## config.mk

```make
export PLATFORM = sky130hd
export DESIGN_NAME = muldiv_ctrl
export DESIGN_NICKNAME = d
export VERILOG_FILES = /design/src/rtl/muldiv_ctrl.sv
export SDC_FILE = /design/constraint.sdc
export NUM_CORES = 1
export LEC_CHECK = 0
export ABC_AREA = 1
export CORE_UTILIZATION = 60
export CTS_CLUSTER_DIAMETER = 200
export DETAILED_ROUTE_END_ITERATION = 12
export HOLD_SLACK_MARGIN = 0.06
export PLACE_DENSITY = 0.85
export SLEW_MARGIN = 5
export SYNTH_ARGS = -nofsm -noshare
export SYNTH_HDL_FRONTEND = slang
export SYNTH_SLANG_ARGS = --single-unit
```

## constraint.sdc

```tcl
create_clock -name clk -period 7.5 [get_ports clk]
set_input_delay 1.875 -clock clk [delete_from_list [all_inputs] [get_ports clk]]
set_output_delay 1.875 -clock clk [all_outputs]
set_load 0.005 [all_outputs]
```

## src/rtl/muldiv_ctrl.sv

```systemverilog
// muldiv_ctrl: iterative RV32M multiply/divide unit for the execute stage.
// Multiply is a 32-step shift-add on operand magnitudes; divide is a 32-step
// restoring divider sharing the same accumulator/shift registers. Signs are
// applied once, when the final result is registered on entry to DONE.
// Build option: define MULDIV_DIV_EN to include the divider. Without it,
// DIV/DIVU/REM/REMU requests complete after one stall cycle with result 0.
module muldiv_ctrl #(
    parameter int XLEN = 32
) (
    input  logic            clk,
    input  logic            rst,
    input  logic            StartE,
    input  logic [2:0]      Funct3E,
    input  logic [XLEN-1:0] SrcAE,
    input  logic [XLEN-1:0] SrcBE,
    input  logic [4:0]      RdE,
    input  logic            FlushE,
    output logic            StallE,
    output logic            DoneE,
    output logic [XLEN-1:0] ResultE,
    output logic [4:0]      RdOutE,
    output logic            BusyE
);

    localparam logic [1:0] S_IDLE = 2'd0;
    localparam logic [1:0] S_MUL  = 2'd1;
`ifdef MULDIV_DIV_EN
    localparam logic [1:0] S_DIV  = 2'd2;
`endif
    localparam logic [1:0] S_DONE = 2'd3;

    logic [1:0]      state_q, state_d;
    logic [4:0]      cnt_q, cnt_d;
    logic [XLEN-1:0] acc_q, acc_d;     // product high word / partial remainder
    logic [XLEN-1:0] lo_q, lo_d;       // multiplier / dividend-then-quotient
    logic [XLEN-1:0] op_q, op_d;       // multiplicand or divisor magnitude
    logic [1:0]      f3_q, f3_d;       // low op bits: selects word / quotient vs remainder
    logic            qneg_q, qneg_d;   // product or quotient must be negated
    logic [4:0]      tag_q, tag_d;     // destination of the in-flight op
    logic [4:0]      rd_q, rd_d;
    logic [XLEN-1:0] result_q, result_d;

    // Operand sign handling at accept time
    logic            accept;
    logic            a_signed, b_signed, a_neg, b_neg;
    logic [XLEN-1:0] a_mag, b_mag;

    // Decode operand signedness and form magnitudes
    always_comb begin
        a_signed = 1'b0;
        b_signed = 1'b0;
        case (Funct3E)
            3'b000, 3'b001, 3'b100, 3'b110: begin a_signed = 1'b1; b_signed = 1'b1; end
            3'b010:                         begin a_signed = 1'b1; b_signed = 1'b0; end
            default:                        begin a_signed = 1'b0; b_signed = 1'b0; end
        endcase
        a_neg = a_signed & SrcAE[XLEN-1];
        b_neg = b_signed & SrcBE[XLEN-1];
        a_mag = a_neg ? (~SrcAE + 1'b1) : SrcAE;
        b_mag = b_neg ? (~SrcBE + 1'b1) : SrcBE;
    end

    assign accept = (state_q == S_IDLE) & StartE & ~FlushE;

    // One shift-add multiply step and the signed final product
    logic [XLEN:0]     mul_sum;
    logic [XLEN-1:0]   mul_acc_nxt, mul_lo_nxt, mul_res;
    logic [2*XLEN-1:0] prod, prod_s;

    always_comb begin
        mul_sum     = {1'b0, acc_q} + (lo_q[0] ? {1'b0, op_q} : '0);
        mul_acc_nxt = mul_sum[XLEN:1];
        mul_lo_nxt  = {mul_sum[0], lo_q[XLEN-1:1]};
        prod        = {mul_acc_nxt, mul_lo_nxt};
        prod_s      = qneg_q ? (~prod + 1'b1) : prod;
        mul_res     = (f3_q == 2'b00) ? prod_s[XLEN-1:0] : prod_s[2*XLEN-1:XLEN];
    end

`ifdef MULDIV_DIV_EN
    logic            rneg_q, rneg_d;   // remainder takes the dividend's sign
    logic [XLEN:0]   div_shift, div_trial;
    logic            div_ge;
    logic [XLEN-1:0] div_rem_nxt, div_quo_nxt, div_res;
    logic            div_zero, div_ovf;

    // One restoring divide step; remainder < divisor keeps the trial within XLEN bits
    always_comb begin
        div_shift   = {acc_q, lo_q[XLEN-1]};
        div_trial   = div_shift - {1'b0, op_q};
        div_ge      = ~div_trial[XLEN];
        div_rem_nxt = div_ge ? div_trial[XLEN-1:0] : div_shift[XLEN-1:0];
        div_quo_nxt = {lo_q[XLEN-2:0], div_ge};
        if (f3_q[1])
            div_res = rneg_q ? (~div_rem_nxt + 1'b1) : div_rem_nxt;
        else
            div_res = qneg_q ? (~div_quo_nxt + 1'b1) : div_quo_nxt;
        div_zero = (SrcBE == '0);
        div_ovf  = ~Funct3E[0] & (SrcAE == {1'b1, {(XLEN-1){1'b0}}}) & (&SrcBE);
    end
`endif

    // Next-state and datapath control
    always_comb begin
        state_d  = state_q;
        cnt_d    = cnt_q;
        acc_d    = acc_q;
        lo_d     = lo_q;
        op_d     = op_q;
        f3_d     = f3_q;
        qneg_d   = qneg_q;
        tag_d    = tag_q;
        rd_d     = rd_q;
        result_d = result_q;
`ifdef MULDIV_DIV_EN
        rneg_d   = rneg_q;
`endif
        case (state_q)
            S_IDLE: begin
                if (accept) begin
                    cnt_d  = '0;
                    acc_d  = '0;
                    f3_d   = Funct3E[1:0];
                    qneg_d = a_neg ^ b_neg;
                    tag_d  = RdE;
                    if (!Funct3E[2]) begin
                        state_d = S_MUL;
                        op_d    = a_mag;
                        lo_d    = b_mag;
                    end else begin
`ifdef MULDIV_DIV_EN
                        rneg_d = a_neg;
                        op_d   = b_mag;
                        lo_d   = a_mag;
                        if (div_zero) begin
                            state_d  = S_DONE;
                            rd_d     = RdE;
                            result_d = Funct3E[1] ? SrcAE : '1;
                        end else if (div_ovf) begin
                            state_d  = S_DONE;
                            rd_d     = RdE;
                            result_d = Funct3E[1] ? '0 : {1'b1, {(XLEN-1){1'b0}}};
                        end else begin
                            state_d = S_DIV;
                        end
`else
                        state_d  = S_DONE;
                        rd_d     = RdE;
                        result_d = '0;
`endif
                    end
                end
            end
            S_MUL: begin
                if (FlushE) begin
                    state_d = S_IDLE;
                end else begin
                    acc_d = mul_acc_nxt;
                    lo_d  = mul_lo_nxt;
                    cnt_d = cnt_q + 5'd1;
                    if (cnt_q == 5'd31) begin
                        state_d  = S_DONE;
                        rd_d     = tag_q;
                        result_d = mul_res;
                    end
                end
            end
`ifdef MULDIV_DIV_EN
            S_DIV: begin
                if (FlushE) begin
                    state_d = S_IDLE;
                end else begin
                    acc_d = div_rem_nxt;
                    lo_d  = div_quo_nxt;
                    cnt_d = cnt_q + 5'd1;
                    if (cnt_q == 5'd31) begin
                        state_d  = S_DONE;
                        rd_d     = tag_q;
                        result_d = div_res;
                    end
                end
            end
`endif
            S_DONE:  state_d = S_IDLE;
            default: state_d = S_IDLE;
        endcase
    end

    // State registers with synchronous reset
    always_ff @(posedge clk) begin
        if (rst) begin
            state_q  <= S_IDLE;
            cnt_q    <= '0;
            acc_q    <= '0;
            lo_q     <= '0;
            op_q     <= '0;
            f3_q     <= '0;
            qneg_q   <= 1'b0;
            tag_q    <= '0;
            rd_q     <= '0;
            result_q <= '0;
`ifdef MULDIV_DIV_EN
            rneg_q   <= 1'b0;
`endif
        end else begin
            state_q  <= state_d;
            cnt_q    <= cnt_d;
            acc_q    <= acc_d;
            lo_q     <= lo_d;
            op_q     <= op_d;
            f3_q     <= f3_d;
            qneg_q   <= qneg_d;
            tag_q    <= tag_d;
            rd_q     <= rd_d;
            result_q <= result_d;
`ifdef MULDIV_DIV_EN
            rneg_q   <= rneg_d;
`endif
        end
    end

    // Pipeline handshake outputs; reset suppresses stall and done in its cycle
`ifdef MULDIV_DIV_EN
    assign BusyE  = (state_q == S_MUL) | (state_q == S_DIV);
`else
    assign BusyE  = (state_q == S_MUL);
`endif
    assign StallE  = ~rst & (accept | BusyE);
    assign DoneE   = ~rst & (state_q == S_DONE) & ~FlushE;
    assign ResultE = result_q;
    assign RdOutE  = rd_q;

endmodule

```

==> reports/qor.log <==
qor: status.run_status finished, final reports clean
qor: floorplanning.initial_core_util 0.6176
qor: synth.synth_nets 2188
qor: clock_network.ctsLongestPathBuffers 2
qor: critical_path.reg2reg_setup_slack 3590 ps
qor: synth.yosysUniqueCellTypes 51
qor: clock_network.numCtsBuffers 17
qor: synth.synthFlopType sky130_fd_sc_hd__dfxtp_1
qor: synth.cell_count_after_synthesis 2074
qor: sta.setup_viol 0
qor: critical_path.rr_startpoint lo_q[0]
qor: synth.synth_top_area_frac 0.2449
qor: pwr.power.density 155.7 nW/um2
qor: place.place.port_buffers 115
qor: detailed_routing.routed_wirelength 38700 um
qor: global_routing.maximum_number_of_pins_on_one_net_before_global_route_repair 63
qor: min_path.hold_class reg2reg
qor: sta.tns_setup 0 ps
qor: sta.rsz0062_at_grt false
qor: sta.finalHoldViolCount 0
qor: critical_path.timing.critical_path.to_type output pin
qor: critical_path.setup.worst_path.start_class primary input
qor: detailed_routing.detail_route.iter0.violations 1356
qor: sta.final.period_utilization 0.7005
qor: global_routing.grt_first_pass_wirelength 61560 um
qor: cells_and_area.fillerInstances 1792
qor: synth.synth.area.top_cells sky130_fd_sc_hd__dfxtp_1 24%, sky130_fd_sc_hd__nand2_1 19%, sky130_fd_sc_hd__inv_1 9.0%, sky130_fd_sc_hd__o21ai_0 6.5%, sky130_fd_sc_hd__nand3_1 6.2%
qor: pwr.peakVddDrop 197.5 uV
qor: cells_and_area.numnets_final 2261
qor: cells_and_area.multi_input_area 7676 um2
qor: critical_path.ff2ff_path_depth 22
qor: cells_and_area.num_antenna_cells 0
qor: cells_and_area.sequential_cell_area 2964 um2
qor: clock_network.clock_sinks 148
qor: cells_and_area.mostFrequentLayoutCells 599 x sky130_fd_sc_hd__nand2_1, 289 x sky130_fd_sc_hd__inv_1, 194 x sky130_fd_sc_hd__nor2_1
qor: clock_network.post-cts-setup-buffers 0
qor: global_routing.grtUsageTotal 0.3829
qor: detailed_routing.drtAntennaViolNets 0
qor: place.globalplace.congestion 0.9905
qor: place.detailed_place_hpwl 29610 um
qor: floorplanning.core_region_area 19590 um2
qor: critical_path.crit_type in2out
qor: sta.achievable-frequency 0.1904 GHz
qor: floorplanning.die_height 144.0 um
qor: pwr.leakage 0.006760 uW
qor: synth.synth_top_cell_by_area sky130_fd_sc_hd__dfxtp_1
qor: detailed_routing.wl_per_cell 15.97 um
qor: min_path.hold_path_end ResultE[30]
qor: synth.ys.warnings.count 0
qor: detailed_routing.detailroute.via_count 13720
qor: cells_and_area.layout-drive-gt1-share 0.06024
qor: global_routing.grt_overflow_total 0
qor: clock_network.hold_buffers 0
qor: clock_network.ctsHtreeMaxLevel 4
qor: clock_network.clk_latency 440 ps
qor: global_routing.vias_in_the_first_global_route 12020
qor: synth.synth_enable_flop_cells 0
qor: synth.register_bit_total_from_synthesis 148
qor: sta.layout_min_cycle_time 5253 ps
qor: cells_and_area.layout_commonest_cell sky130_fd_sc_hd__nand2_1
qor: cells_and_area.area.growth.synth_to_final 14.99%
qor: critical_path.critical_path.max_fanout 8
qor: sta.drv_slew 0
qor: sta.clock-skew-final 11.61 ps
qor: detailed_routing.detail_route.first_pass.iterations 9
qor: clock_network.clock_tree.root_cell sky130_fd_sc_hd__clkbuf_16
qor: clock_network.number_of_instances_resized_during_post_cts_repair 0
qor: sta.worst_slew_pin_slew 1052 ps
qor: synth.synth_area_per_cell 5.834 um2
qor: sta.timing.slew.headroom 0.2977
qor: synth.part_of_the_yosys_area_used_for_sequential_elements 0.2449
qor: global_routing.antenna_found_initial 0
qor: floorplanning.die-area 20740 um2
qor: synth.async_set_or_reset_register_ratio_after_synthesis 0
qor: floorplanning.number_of_placement_rows 51
qor: detailed_routing.via_per_inst 5.661
qor: clock_network.worst_setup_hold_path_clk_slew 60 ps
qor: critical_path.cp.arrival 3380 ps
qor: critical_path.critical_path_required 5620 ps
qor: critical_path.startpoint FlushE
qor: floorplanning.pin_count 116
qor: clock_network.cts_tree built
qor: critical_path.r2r_end ResultE[20]
qor: min_path.holdPathStages 2
qor: place.dp.cells 2393
qor: cells_and_area.layoutNonFillerInstCount 2423
qor: min_path.worstHoldStart ResultE[30]
qor: pwr.power.total 2167 uW
qor: floorplanning.die_width 144.0 um
qor: run.drv_cap 0
qor: synth.syn-cell-area 12100 um2
qor: detailed_routing.detail_route.drc_violations 0
-- sequential cells by signal (all words and copies together) (netlist names) --
| signal | flops |
|---|---|
| qneg_q | 1 |
| cnt_q | 5 |
| RdOutE | 5 |
| state_q | 2 |
| tag_q | 5 |
| ResultE | 32 |
| f3_q | 2 |
| acc_q | 32 |
| lo_q | 32 |
| op_q | 32 |
-- report_power, final --
group / switching (uW) / internal [uW] / total (uW)
logic: 304 / 166 / 471
registers: 32.2 / 813 / 845
clock network: 362 / 489 / 851
-- cell families (layout without fill, tap and decap cells) --
kind of cell,after synthesis,count (layout),synth area share
XOR/XNOR,41,41,0.03030
adder cells (fa/ha/maj),38,38,0.03992
AO/OA/AOI/OAI,363,363,0.1663
AND/OR/NAND/NOR,1107,1107,0.3969
flip-flops,148,148,0.2449
buffers and inverters,377,461,0.1217
-- worst max path at each step --
| stage | slack (ps) | depth (start not counted) | to |
|---|---|---|---|
| global route | 2010 | 13 | ResultE[17] |
| CTS | 2240 | 5 | StallE |
| detailed placement | 2010 | 13 | ResultE[11] |
| finish | 2250 | 5 | StallE |
| global placement | 2140 | 13 | ResultE[11] |
| floorplan | 3240 | 3 | DoneE |
-- routing by layer --
layer	track usage	wire length (um)
met5	0	0
met4	0.1629	1523
met3	0.05795	3731
met2	0.5810	16300
met1	0.5365	17140
-- cells in the mapped netlist (18+ instances only) --
cell,number
sky130_fd_sc_hd__inv_1,289
sky130_fd_sc_hd__nand2_2,25
sky130_fd_sc_hd__nand3b_1,18
sky130_fd_sc_hd__a21oi_1,136
sky130_fd_sc_hd__nand4_1,20
sky130_fd_sc_hd__o211ai_1,22
sky130_fd_sc_hd__nor2_1,197
sky130_fd_sc_hd__nor3_1,44
sky130_fd_sc_hd__xor2_1,28
sky130_fd_sc_hd__clkbuf_1,56
sky130_fd_sc_hd__nand2_1,599
sky130_fd_sc_hd__nand3_1,151
sky130_fd_sc_hd__o21ai_0,158
sky130_fd_sc_hd__nor2_2,20
sky130_fd_sc_hd__dfxtp_1,148
sky130_fd_sc_hd__ha_1,37
-- area by class of cell --
type / count / share of cell area
multi-input cells: 1549 / 0.5517
clock buffers: 19 / 0.03112
inverters: 303 / 0.08174
clock inverters: 11 / 0.009173
well taps: 265 / 0.02383
repair buffers: 128 / 0.08939
flip-flops and latches: 148 / 0.2130
-- metrics by stage --
step	util	hold WS, ps	worst slack, ps	area [um2]
after detailed placement	0.6816	449.5	2010	13350
final	0.7102	464.0	2247	13910
after CTS	0.7102	464.9	2240	13910
after global placement	0.6816	453.0	2142	13350
after global routing	0.7102	481.2	2009	13910
after floorplan	-	428.9	3241	12100
-- worst max-delay path: stages --
cell and delay [ps]:
sky130_fd_sc_hd__clkdlybuf4s50_1 470, sky130_fd_sc_hd__inv_1 80, sky130_fd_sc_hd__nand3_1 240, sky130_fd_sc_hd__a21oi_1 210, sky130_fd_sc_hd__clkdlybuf4s50_1 510
(Power assumes the default switching activity.)
